`src/rtl/srl_test_sequencer_pkg.sv`:
```
// Shared types and width helpers for the SRL test sequencer.
package srl_test_sequencer_pkg;

  // Sequencer phases: testers held in reset, settling window, live checking.
  typedef enum logic [1:0] {
    HOLD  = 2'd0,
    GUARD = 2'd1,
    RUN   = 2'd2
  } state_e;

  // Default geometry used by the top and the interface.
  localparam int DEF_NUM_CHANNELS = 8;
  localparam int DEF_CNT_WIDTH    = 8;

  // Counter width able to hold the value 'limit' itself.
  function automatic int cnt_w(input int limit);
    return $clog2(limit + 1);
  endfunction

  // Largest value a w-bit saturating counter may hold (w < 32).
  function automatic int sat_max(input int w);
    return (1 << w) - 1;
  endfunction

endpackage

```
`src/rtl/srl_test_sequencer_if.sv`:
```
// Board/tester-facing signal bundle of the SRL test sequencer.
interface srl_test_sequencer_if #(
  parameter int NUM_CHANNELS = 8,
  parameter int CNT_WIDTH    = 8
);
  localparam int SEL_W = $clog2(NUM_CHANNELS);

  logic                    tst_rst;
  logic                    tst_ce;
  logic [NUM_CHANNELS-1:0] error_in;
  logic                    clear;
  logic [SEL_W-1:0]        sel;
  logic [CNT_WIDTH-1:0]    sel_count;
  logic                    sel_sticky;
  logic                    any_error;
  logic                    running;
  logic                    heartbeat;

  // The sequencer itself.
  modport slave (
    input  error_in, clear, sel,
    output tst_rst, tst_ce, sel_count, sel_sticky, any_error, running, heartbeat
  );

  // Whoever drives the error flags and reads status.
  modport master (
    output error_in, clear, sel,
    input  tst_rst, tst_ce, sel_count, sel_sticky, any_error, running, heartbeat
  );
endinterface

```
`src/rtl/srl_test_sequencer_sat_counter.sv`:
```
// Saturating up-counter with synchronous clear taking priority over inc.
module sat_counter
  import srl_test_sequencer_pkg::*;
#(
  parameter int W = 8
) (
  input  logic         clk,
  input  logic         rst,
  input  logic         clr,
  input  logic         inc,
  output logic [W-1:0] cnt
);
  localparam logic [W-1:0] MAX = W'(sat_max(W));

  logic [W-1:0] cnt_q, cnt_d;

  // Next count: clear wins, otherwise step up and stick at MAX.
  always_comb begin
    cnt_d = cnt_q;
    if (clr)                      cnt_d = '0;
    else if (inc && cnt_q != MAX) cnt_d = cnt_q + 1'b1;
  end

  // Count register.
  always_ff @(posedge clk or posedge rst) begin
    if (rst) cnt_q <= '0;
    else     cnt_q <= cnt_d;
  end

  assign cnt = cnt_q;
endmodule

```
`src/rtl/srl_test_sequencer.sv`:
```
// SRL test sequencer: tester reset/strobe generation, per-channel error
// accounting and a registered status readout.
module srl_test_sequencer
  import srl_test_sequencer_pkg::*;
#(
  parameter int NUM_CHANNELS   = DEF_NUM_CHANNELS,
  parameter int CE_DIVIDE      = 4,
  parameter int STARTUP_CYCLES = 16,
  parameter int GUARD_CYCLES   = 8,
  parameter int CNT_WIDTH      = DEF_CNT_WIDTH,
  parameter int HB_BITS        = 6
) (
  input logic                 clk,
  input logic                 rst,
  srl_test_sequencer_if.slave bus
);
  localparam int SEL_W   = $clog2(NUM_CHANNELS);
  localparam int HOLD_W  = cnt_w(STARTUP_CYCLES);
  localparam int GUARD_W = cnt_w(GUARD_CYCLES);
  localparam int DIV_W   = $clog2(CE_DIVIDE);

  localparam logic [HOLD_W-1:0]  HOLD_LAST  = HOLD_W'(STARTUP_CYCLES - 1);
  localparam logic [GUARD_W-1:0] GUARD_LAST = GUARD_W'(GUARD_CYCLES - 1);
  localparam logic [DIV_W-1:0]   DIV_LAST   = DIV_W'(CE_DIVIDE - 1);

  state_e                state_q, state_d;
  logic [HOLD_W-1:0]     hold_cnt_q, hold_cnt_d;
  logic [GUARD_W-1:0]    guard_cnt_q, guard_cnt_d;
  logic [DIV_W-1:0]      div_q, div_d;
  logic                  tst_rst_q, tst_rst_d;
  logic                  tst_ce_q, tst_ce_d;
  logic                  running_q, running_d;
  logic [HB_BITS-1:0]    hb_cnt_q, hb_cnt_d;
  logic                  hb_q, hb_d;
  logic [NUM_CHANNELS-1:0] sticky_q, sticky_d;
  logic                  any_error_q, any_error_d;
  logic [CNT_WIDTH-1:0]  sel_count_q, sel_count_d;
  logic                  sel_sticky_q, sel_sticky_d;

  logic [NUM_CHANNELS-1:0]                inc;
  logic [NUM_CHANNELS-1:0][CNT_WIDTH-1:0] cnt;

  // Phase sequencing; tst_rst/running follow the next state so they change
  // on the same edge as the transition.
  always_comb begin
    state_d     = state_q;
    hold_cnt_d  = hold_cnt_q;
    guard_cnt_d = guard_cnt_q;
    case (state_q)
      HOLD: begin
        if (hold_cnt_q == HOLD_LAST) state_d    = GUARD;
        else                         hold_cnt_d = hold_cnt_q + 1'b1;
      end
      GUARD: begin
        if (guard_cnt_q == GUARD_LAST) state_d     = RUN;
        else                           guard_cnt_d = guard_cnt_q + 1'b1;
      end
      RUN:     state_d = RUN;
      default: state_d = HOLD;
    endcase
    tst_rst_d = (state_d == HOLD);
    running_d = (state_d == RUN);
  end

  // Strobe divider (frozen in HOLD, free-running afterwards) and heartbeat.
  always_comb begin
    div_d    = '0;
    tst_ce_d = 1'b0;
    if (state_q != HOLD) begin
      div_d    = (div_q == DIV_LAST) ? '0 : div_q + 1'b1;
      tst_ce_d = (div_q == DIV_LAST);
    end
    hb_cnt_d = hb_cnt_q;
    hb_d     = hb_q;
    if (tst_ce_q) begin
      hb_cnt_d = hb_cnt_q + 1'b1;
      if (hb_cnt_q == '1) hb_d = ~hb_q;
    end
  end

  // Error capture only in RUN; clear beats a same-cycle error.
  always_comb begin
    inc         = (state_q == RUN) ? bus.error_in : '0;
    sticky_d    = bus.clear ? '0 : (sticky_q | inc);
    any_error_d = |sticky_q;
  end

  // Readout mux; out-of-range selects fall through to zero.
  always_comb begin
    sel_count_d  = '0;
    sel_sticky_d = 1'b0;
    for (int i = 0; i < NUM_CHANNELS; i++) begin
      if (bus.sel == SEL_W'(i)) begin
        sel_count_d  = cnt[i];
        sel_sticky_d = sticky_q[i];
      end
    end
  end

  // Sequencer state, divider and heartbeat registers.
  always_ff @(posedge clk or posedge rst) begin
    if (rst) begin
      state_q     <= HOLD;
      hold_cnt_q  <= '0;
      guard_cnt_q <= '0;
      div_q       <= '0;
      tst_rst_q   <= 1'b1;
      tst_ce_q    <= 1'b0;
      running_q   <= 1'b0;
      hb_cnt_q    <= '0;
      hb_q        <= 1'b0;
    end else begin
      state_q     <= state_d;
      hold_cnt_q  <= hold_cnt_d;
      guard_cnt_q <= guard_cnt_d;
      div_q       <= div_d;
      tst_rst_q   <= tst_rst_d;
      tst_ce_q    <= tst_ce_d;
      running_q   <= running_d;
      hb_cnt_q    <= hb_cnt_d;
      hb_q        <= hb_d;
    end
  end

  // Sticky flags and registered status outputs.
  always_ff @(posedge clk or posedge rst) begin
    if (rst) begin
      sticky_q     <= '0;
      any_error_q  <= 1'b0;
      sel_count_q  <= '0;
      sel_sticky_q <= 1'b0;
    end else begin
      sticky_q     <= sticky_d;
      any_error_q  <= any_error_d;
      sel_count_q  <= sel_count_d;
      sel_sticky_q <= sel_sticky_d;
    end
  end

  for (genvar i = 0; i < NUM_CHANNELS; i++) begin : g_ch
    sat_counter #(.W(CNT_WIDTH)) u_cnt (
      .clk (clk),
      .rst (rst),
      .clr (bus.clear),
      .inc (inc[i]),
      .cnt (cnt[i])
    );
  end

  assign bus.tst_rst    = tst_rst_q;
  assign bus.tst_ce     = tst_ce_q;
  assign bus.running    = running_q;
  assign bus.heartbeat  = hb_q;
  assign bus.any_error  = any_error_q;
  assign bus.sel_count  = sel_count_q;
  assign bus.sel_sticky = sel_sticky_q;
endmodule

```
`src/flat_wrapper.sv`:
```
// flat-port wrapper written by rule: the top's interface ports become plain ports
module srl_test_sequencer_flat import srl_test_sequencer_pkg::*;
#(
  parameter int NUM_CHANNELS   = DEF_NUM_CHANNELS,
  parameter int CE_DIVIDE      = 4,
  parameter int STARTUP_CYCLES = 16,
  parameter int GUARD_CYCLES   = 8,
  parameter int CNT_WIDTH      = DEF_CNT_WIDTH,
  parameter int HB_BITS        = 6
)
  (clk, rst, bus_error_in, bus_clear, bus_sel, bus_tst_rst, bus_tst_ce, bus_sel_count, bus_sel_sticky, bus_any_error, bus_running, bus_heartbeat);
  srl_test_sequencer_if #(.NUM_CHANNELS(NUM_CHANNELS), .CNT_WIDTH(CNT_WIDTH)) bus_i ();
  input logic clk;
  input logic rst;
  input wire logic [$bits(bus_i.error_in)-1:0] bus_error_in;
  input wire logic [$bits(bus_i.clear)-1:0] bus_clear;
  input wire logic [$bits(bus_i.sel)-1:0] bus_sel;
  output wire logic [$bits(bus_i.tst_rst)-1:0] bus_tst_rst;
  output wire logic [$bits(bus_i.tst_ce)-1:0] bus_tst_ce;
  output wire logic [$bits(bus_i.sel_count)-1:0] bus_sel_count;
  output wire logic [$bits(bus_i.sel_sticky)-1:0] bus_sel_sticky;
  output wire logic [$bits(bus_i.any_error)-1:0] bus_any_error;
  output wire logic [$bits(bus_i.running)-1:0] bus_running;
  output wire logic [$bits(bus_i.heartbeat)-1:0] bus_heartbeat;
  assign bus_i.error_in = bus_error_in;
  assign bus_i.clear = bus_clear;
  assign bus_i.sel = bus_sel;
  assign bus_tst_rst = bus_i.tst_rst;
  assign bus_tst_ce = bus_i.tst_ce;
  assign bus_sel_count = bus_i.sel_count;
  assign bus_sel_sticky = bus_i.sel_sticky;
  assign bus_any_error = bus_i.any_error;
  assign bus_running = bus_i.running;
  assign bus_heartbeat = bus_i.heartbeat;
  srl_test_sequencer #(.NUM_CHANNELS(NUM_CHANNELS), .CE_DIVIDE(CE_DIVIDE), .STARTUP_CYCLES(STARTUP_CYCLES), .GUARD_CYCLES(GUARD_CYCLES), .CNT_WIDTH(CNT_WIDTH), .HB_BITS(HB_BITS)) u_core (.clk(clk), .rst(rst), .bus(bus_i));
endmodule
```
`config.mk`:
```
export PLATFORM = sky130hd
export DESIGN_NAME = srl_test_sequencer_flat
export DESIGN_NICKNAME = d
export VERILOG_FILES = /design/src/rtl/srl_test_sequencer_pkg.sv /design/src/rtl/srl_test_sequencer_if.sv /design/src/rtl/srl_test_sequencer_sat_counter.sv /design/src/rtl/srl_test_sequencer.sv /design/src/flat_wrapper.sv
export SDC_FILE = /design/constraint.sdc
export NUM_CORES = 1
export LEC_CHECK = 0
export BUFFER_PORTS_ARGS = -buffer_cell sky130_fd_sc_hd__buf_2
export CAP_MARGIN = 10
export CORE_UTILIZATION = 50
export CTS_BUF_LIST = sky130_fd_sc_hd__clkbuf_16
export DETAILED_ROUTE_END_ITERATION = 7
export GPL_TIMING_DRIVEN = 1
export PLACE_DENSITY = 0.67
export RECOVER_POWER = 50
export SLEW_MARGIN = 20
export SYNTH_ARGS = -nofsm -noshare
export SYNTH_HDL_FRONTEND = slang
export SYNTH_SLANG_ARGS = --single-unit
```
`constraint.sdc`:
```
create_clock -name clk -period 4.3 [get_ports clk]
set_clock_uncertainty 0.2 [all_clocks]
set_input_delay 0.215 -clock clk [delete_from_list [all_inputs] [get_ports clk]]
set_output_delay 0.215 -clock clk [all_outputs]
set_load 0.005 [all_outputs]
```
======== After elaboration in Yosys (flattened, before gate mapping) ========
Index checks and enable logic that the tools add are counted.
storage, ports and cells
  flip-flop bits (word level) ............. 105
  word-level logic and storage cells ...... 123
cells by class
  $add $sub $neg .......................... 12
  equal/unequal tests ..................... 22
  muxes and demuxes ....................... 40
  bitwise logic cells ..................... 4
  reduce and logical (&&, ||, !) cells .... 24
operators with widths
  kind                                                                    number
  8-bit 2-to-1 mux                                                        26
  8-bit by 1-bit adder with 8-bit output (second input constant)          8
  8-bit inequality test (second input constant)                           8
  2-bit nonzero test                                                      9
  3-bit equality test (second input constant)                             4
  1-bit 2-to-1 mux                                                        9
  1-bit logical AND                                                       8
  2-bit 2-to-1 mux                                                        4
  8-bit bitwise OR                                                        1
  8-bit OR reduction                                                      1
  6-bit by 1-bit adder with 6-bit output (second input constant)          1
  2-bit equality test (second input constant)                             3
  3-bit by 2-bit equality test with 1-bit output (second input constant)  2
  6-bit equality test (second input constant)                             1
  2-bit case mux with 3 select lines                                      1
  2-bit AND reduction                                                     3
  5-bit by 1-bit adder with 5-bit output (second input constant)          1
  5-bit by 4-bit equality test with 1-bit output (second input constant)  1
  4-bit by 1-bit adder with 4-bit output (second input constant)          1
  4-bit by 3-bit equality test with 1-bit output (second input constant)  1
  2-bit zero test                                                         2
  3-bit by 1-bit equality test with 1-bit output (second input constant)  1
  3-bit zero test                                                         1
  1-bit NOT                                                               3
  2 further kinds                                                         2

======== Longest topological paths before layout ========
Gate-level depths: netlist of run 1.
  depth after elaboration ................. 9
  mapped depth ............................ 6
  depth with buffers taken out ............ 6

======== By module ========
Synthesis of run 1 repeated with hierarchy kept, for this count alone.
unflattened totals
  cells, all modules ...................... 639
  area, all modules ....................... 6419.9 um^2
modules (own cells, without submodules)
  module              instances  cells each  area an instance (um^2)  sequential area each (um^2)
  sat_counter         8          49          504.2                    200.2
  srl_test_sequencer  1          247         2386.0                   1027.2

======== Worst setup path before layout of run 1 ========
Ideal clock, no wire load.
  path kind ............................... flip-flop to flip-flop
  start point ............................. register u_core.hold_cnt_q[0]
  end point ............................... register u_core.hold_cnt_q[1]
  library setup time ...................... 0.125 ns
  arrival ................................. 1.644 ns
  slack ................................... 2.331 ns
  stages on the path, launching flop included .. 6
  path buffers ............................ 0
  period minus slack after synthesis ...... 1.969 ns
  path through ............................ dfrtp_1 > ha_1 > and3_1 > ha_1 > nor3_2 > mux2_2
on the way
  word-level cells in the longest chain between the ends .. 3
RTL lines
  item                                                                                            line                       text
  start, declared                                                                                 srl_test_sequencer.sv:27   logic [HOLD_W-1:0] hold_cnt_q, hold_cnt_d;
  start signal, assigned                                                                          srl_test_sequencer.sv:114  hold_cnt_q <= hold_cnt_d;
  parallel branches: the longest is 3 deep, another holds 5-bit by 1-bit adder with 5-bit output  n/a
Parallel ways; which one is timed is not known.
A chain may end at the register's enable or synchronous reset.

======== Worst setup path in the final report of run 1 ========
  start point ............................. register u_core.state_q[1]
  end point ............................... register u_core.g_ch[0].u_cnt.cnt_q[5]
on the way
  word-level cells in the longest chain between the ends .. 4
RTL lines
  item                                 line                                  text
  start, declared                      srl_test_sequencer.sv:26              state_e state_q, state_d;
  start signal, assigned               srl_test_sequencer.sv:113             state_q <= state_d;
  2-bit equality test                  srl_test_sequencer.sv:83              inc = (state_q == RUN) ? bus.error_in : '0;
  8-bit 2-to-1 mux                     srl_test_sequencer.sv:83
  1-bit logical AND                    srl_test_sequencer_sat_counter.sv:21  else if (inc && cnt_q != MAX) cnt_d = cnt_q + 1'b1;
  2-bit nonzero test (no source line)  n/a
  end signal, assigned                 srl_test_sequencer_sat_counter.sv:27  else cnt_q <= cnt_d;
  end, declared                        srl_test_sequencer_sat_counter.sv:15  logic [W-1:0] cnt_q, cnt_d;
Every way passes these cells.

==> impl_metrics.toml, run 1 <==
[status]
status = "completed"

[synthesis]
synthTopCellsByArea = "dfrtp_1 47%, mux4_2 6.5%, nand2_1 4.1%"
async_reset_ff_frac = 1.00
ys_seq_area_frac = 0.476
synth_top_area_cell = "dfrtp_1"
synth_edf_count = 0
ys_warn_count = 0
ys.flop_type = "dfrtp_1"
syn_inst = 515
syn_avg_cell_area_um2 = 10.7
ys_types = 54
yosys_register_bits = 105
synth_nets = 542
synth_top_area_share = 0.471
syn-cell-area_um2 = 5530

[sta]
worst_pin_slew_ns = 1.48
finalCriticalPeriod_ns = 2.36
slew_headroom = 0.0114
fmax_mhz = 424
hold_ws_ns = 0.00755
tns_ns = 0
finalMaxSlewViolations = 0
fin_crit_sh = 0.548
hold_violations = 0
rsz0062_at_grt = "no"
setup_violations = 0

[layout]
final_common_cell = "dfrtp_1"
most-common-layout-cells = "104 x dfrtp_1, 60 x nand2_1, 59 x nor2_1"
diodes = 0
layout.nets = 567
syn_to_final_growth_pct = 9.44
drive_gt1_frac = 0.130

[global_route]
gr-total-overflow = 0
grt_usage = 0.222
grt_pass1_vias = 3796
antenna_found_initial = 0
grt_max_degree = 73
grt_pass1_wl_um = 19300

[worst_setup_path]
worstPathArrival_ns = 2.43
cp_slowest_cell = "dfrtp_1"
crit_path_start_kind = "flop"
ff2ff_setup_slack_ns = 1.94
crit_chain = "nand3b_1 -> o21bai_4 -> or4_1 -> a21oi_1"
endpoint_kind = "flop"
crit_fanout = 19
crit_type = "flop to flop"
required_ns = 4.38
cp_slowest_stage_delay_ns = 0.86

[pwr]
cellLeakagePower_nw = 2.55
vdd_drop_max_v = 0.000285
power.density_nw_per_um2 = 331

[detailed_routing]
drt_iter0_markers = 299
wirelength_um = 11600
drc = 0
wl_per_cell_um = 16.9
num_vias = 4008
drt-pass1-iter-count = 5
ant_nets = 0
viasPerCell = 5.85

[placed_design]
portBuffers = 27
dp_hpwl_um = 8110
place.gp.congestion = 0.809

[clocking]
post_cts_buffers = 0
clk_pin_slew_ns = 0.07
cts-resized-gates = 0
cts.path.max_buffers = 2
cts_buffers = 9
htree_levels = 3
cts_tree = "yes"
ctsHoldBuffers = 5
cts.sinks = 105
worstSkewPairLatency_ns = 0.36
root_buffer = "clkbuf_16"

[floorplan]
start_util = 0.512
dieHeight_um = 107
die_area_um2 = 11500
io_pins = 28
num_rows = 38
dieWidth_um = 107
core_um2 = 10800

[min_path]
hold_class = "input port to flop"

[job]
max_cap_viol_count = 0
==> worst paths after layout <==
check	depth (start not counted)	from	to
min	3	bus_error_in[2]	u_core.g_ch[2].u_cnt.cnt[2]
max in group asynchronous	4	rst	u_core.g_ch[0].u_cnt.cnt[4]
min reg2reg	1	u_core.div_q[0]	u_core.div_q[0]
max	4	u_core.state_q[1]	u_core.g_ch[0].u_cnt.cnt[5]
min in group asynchronous	3	rst	u_core.hb_cnt_q[2]
max reg2reg	4	u_core.state_q[1]	u_core.g_ch[0].u_cnt.cnt[5]
==> flip-flops by register name (all words and copies together), names as in the netlist <==
register               count
u_core.sticky_q            8
u_core.bus.running         1
u_core.bus.heartbeat       1
u_core.hb_cnt_q            6
u_core.hold_cnt_q          5
u_core.bus.sel_sticky      1
u_core.div_q               2
u_core.bus.any_error       1
u_core.bus.tst_ce          1
u_core.bus.tst_rst         1
u_core.guard_cnt_q         4
u_core.bus.sel_count       8
u_core.g_ch.u_cnt.cnt     64
u_core.state_q             2
==> kinds of logic (layout without fill, tap and decap cells) <==
family,count (synthesis),in the layout,share of synthesized area
and+or+nand+nor,204,204,0.204
DFF,105,105,0.476
AOI/OAI and AO/OA,85,85,0.107
xor gates and xnor gates,39,39,0.0618
buffers and inverters,38,68,0.0287
muxes,31,31,0.0935
adders and majority gates,13,13,0.0294
==> final cells by class <==
type	count	area [um^2]
clock buffers	9	225
multi-input cells	372	2690
flip-flops and latches	105	2630
clock inverters	7	68.8
repair buffers	34	191
inverters	18	70.1
fillers	935	4740
well taps	140	175
==> synthesized netlist by cell type, drive strengths merged (4+ instances only) <==
master  instances
dfrtp         104
nand2          60
nor2           59
a211oi         28
a21oi          27
xnor2          24
inv            18
mux4           16
xor2           15
clkbuf         14
nor3           14
ha             13
mux2i          10
nor4           10
and4            8
nand3           8
nand4           8
nand3b          7
nor2b           7
buf             6
nand4b          6
o21ai           6
mux2            5
a41o            4
==> routing by layer <==
metal,part of all wire,track usage,routed length (um),vias up
met1,0.47,0.311,5490,1949
met3,0.065,0.0638,757,15
met4,0.011,0.0548,125,0
li1,-,-,-,1923
met2,0.45,0.340,5230,121
met5,0,0,0,-
==> power by group <==
group / total [mW] / switching, mW / internal (mW)
Sequential: 1.04 / 0.0274 / 1.01
Combinational: 0.141 / 0.0848 / 0.0561
Clock: 0.821 / 0.370 / 0.451
Total: 2.00 / 0.482 / 1.52
==> critical path, delay by kind of cell (launching register included) <==
kind,cells,cell delay [ns]
AOI/OAI and AO/OA,2,0.44
DFF,1,0.86
and+or+nand+nor,2,0.77
==> per-stage QoR <==
stage | setup slack, ns | power [mW] | instances | util | cell area, um^2
after global routing | 1.86 | 2.08 | 685 | 0.561 | 6050
after global placement | 2.03 | 1.20 | 664 | 0.534 | 5760
after floorplan | 1.13 | 1.16 | 515 | - | 5530
final | 1.94 | 2.00 | 685 | 0.561 | 6050
after CTS | 1.94 | 2.03 | 685 | 0.566 | 6110
after detailed placement | 1.96 | 1.20 | 664 | 0.534 | 5760
(Power assumes the default switching activity.)
==> inputs of run 2 (changes only) <==
- PLACE_DENSITY: 0.67 -> 0.7
- clock period: 4.3 -> 1.95 ns (I/O delays scaled with it)
==> run 2 against run 1 <==
Against the previous run:
- maximum frequency increased by 26%
- combinational power increased by 140%
- non-clock buffer count increased by 20
- largest power group unchanged
- worst setup slack got worse by 1.9 ns
- critical path depth increased by 1
- die area unchanged
- register-to-register slack got worse by 1.9 ns
- critical path type unchanged
- first-iteration DRC count increased by 1.3%
- via count increased by 3.6%
- highest routed layer unchanged
- sequential power increased by 120%
- worst hold slack improved by 0.12 ns
==> impl_metrics.toml, run 2 (same netlist as run 1, synthesis figures left out) <==
[status]
status = "completed"

[clocking]
clk_pin_slew_ns = 0.07
worstSkewPairLatency_ns = 0.35
cts.sinks = 105
post_cts_buffers = 0
root_buffer = "clkbuf_16"
htree_levels = 3
cts_tree = "yes"
cts.path.max_buffers = 2
cts_buffers = 9

[global_route]
grt_usage = 0.225
grt_max_degree = 68
grt_pass1_vias = 4004
gr-total-overflow = 0
grt_pass1_wl_um = 19900
antenna_found_initial = 0

[detailed_routing]
drt-pass1-iter-count = 4
met1_length_um = 5540
num_vias = 4151
top_layer = "met4"
wl_per_cell_um = 16.6
met2_length_um = 5430
drt_iter0_markers = 303
wirelength_um = 11700
drc = 0
wl_met3_um = 600
ant_nets = 0
viasPerCell = 5.89

[pwr]
sequentialPowerShare = 0.525
intPower_mw = 3.26
p_switching_mw = 1.11
power.density_nw_per_um2 = 693
pwr-share-comb = 0.078
power.share.clock = 0.397
cellLeakagePower_nw = 2.67
vdd_drop_max_v = 0.000635
swShare = 0.253

[layout]
layout.nets = 587
drive_gt1_frac = 0.170
most-common-layout-cells = "104 x dfrtp_1, 60 x nand2_1, 59 x nor2_1"
largest_reg_flops = 64
fill_cells = 913
diodes = 0
syn_to_final_growth_pct = 13.9
postLayoutCoreUtil = 0.583
final_common_cell = "dfrtp_1"

[sta]
finalMaxSlewViolations = 0
worst_pin_slew_ns = 0.916
slew_headroom = 0.389
tns_ns = 0
finalCriticalPeriod_ns = 1.87
fin_crit_sh = 0.961
setup_violations = 0
fmax_mhz = 534
hold_violations = 0

[placed_design]
portBuffers = 27
place.gp.congestion = 0.829
dp_hpwl_um = 8350

[min_path]
holdPathStages = 4
hold_class = "input port to flop"

[floorplan]
start_util = 0.512
die_area_um2 = 11500
dieWidth_um = 107
io_pins = 28
num_rows = 38
core_um2 = 10800
dieHeight_um = 107

[worst_setup_path]
crit_fanout = 4
endpoint_kind = "flop"
required_ns = 1.98
worstPathArrival_ns = 1.91
crit_path_start_kind = "flop"
crit_type = "flop to flop"
r2r_cells = 5

[job]
max_cap_viol_count = 0
-- run 2: through the flow --
step	worst slack, ns	hold WS, ns	total power [mW]	cell area (um^2)	instances
final	0.0758	0.125	4.36	6290	705
after global routing	-0.0185	0.193	4.55	6290	705
after CTS	0.00924	0.123	4.40	6320	705
after detailed placement	0.0225	0.00455	2.67	5920	677
after global placement	0.0915	0.00153	2.65	5920	677
after floorplan	0.0314	0.0699	2.55	5540	515
-- run 2: metal layers --
| layer | global-route usage | up-vias |
|---|---|---|
| met5 | 0 | - |
| met3 | 0.0474 | 11 |
| met4 | 0.0626 | 0 |
| met2 | 0.354 | 100 |
| li1 | - | 1964 |
| met1 | 0.316 | 2076 |
-- run 2: power by group through the flow --
stage | clock, mW | sequential [mW] | combinational, mW
2_1_floorplan | 0 | 2.31 | 0.235
3_3_place_gp | 0 | 2.33 | 0.326
3_5_place_dp | 0 | 2.33 | 0.334
4_1_cts | 1.76 | 2.29 | 0.356
5_1_grt | 1.86 | 2.30 | 0.389
6_report | 1.73 | 2.29 | 0.341
-- run 2: repair_timing --
action,4_1_cts,5_1_grt
endpoints found under the hold margin,134,0
hold buffers,12,0
setup endpoints to repair,0,2
resized for setup,0,1
-- run 2: layout make-up --
type / instances / area [um^2] / area share
Multi-Input combinational cell: 372 / 2750 / 0.437
Clock buffer: 9 / 225 / 0.0358
Tap cell: 140 / 175 / 0.0278
Inverter: 18 / 68.8 / 0.0109
Timing Repair Buffer: 54 / 389 / 0.0618
Clock inverter: 7 / 55.1 / 0.00875
Sequential cell: 105 / 2630 / 0.418
-- run 2: final timing paths --
| path | endpoint | slack, ns | startpoint |
|---|---|---|---|
| max reg2reg | u_core.hold_cnt_q[1] | 0.08 | u_core.hold_cnt_q[0] |
| max in group asynchronous | u_core.g_ch[2].u_cnt.cnt[7] | 0.51 | rst |
| min | u_core.bus.sel_sticky | 0.13 | bus_sel[0] |
| max | u_core.hold_cnt_q[1] | 0.08 | u_core.hold_cnt_q[0] |
| min reg2reg | u_core.div_q[0] | 0.24 | u_core.div_q[0] |
| min in group asynchronous | u_core.hb_cnt_q[5] | 0.42 | rst |
-- run 2: worst max-delay path, cell delays in order (launching register included) --
cell and delay (ns):
dfrtp_1 0.39, ha_1 0.22, and3_1 0.19, ha_1 0.22, nor3_4 0.18, mux2_2 0.36
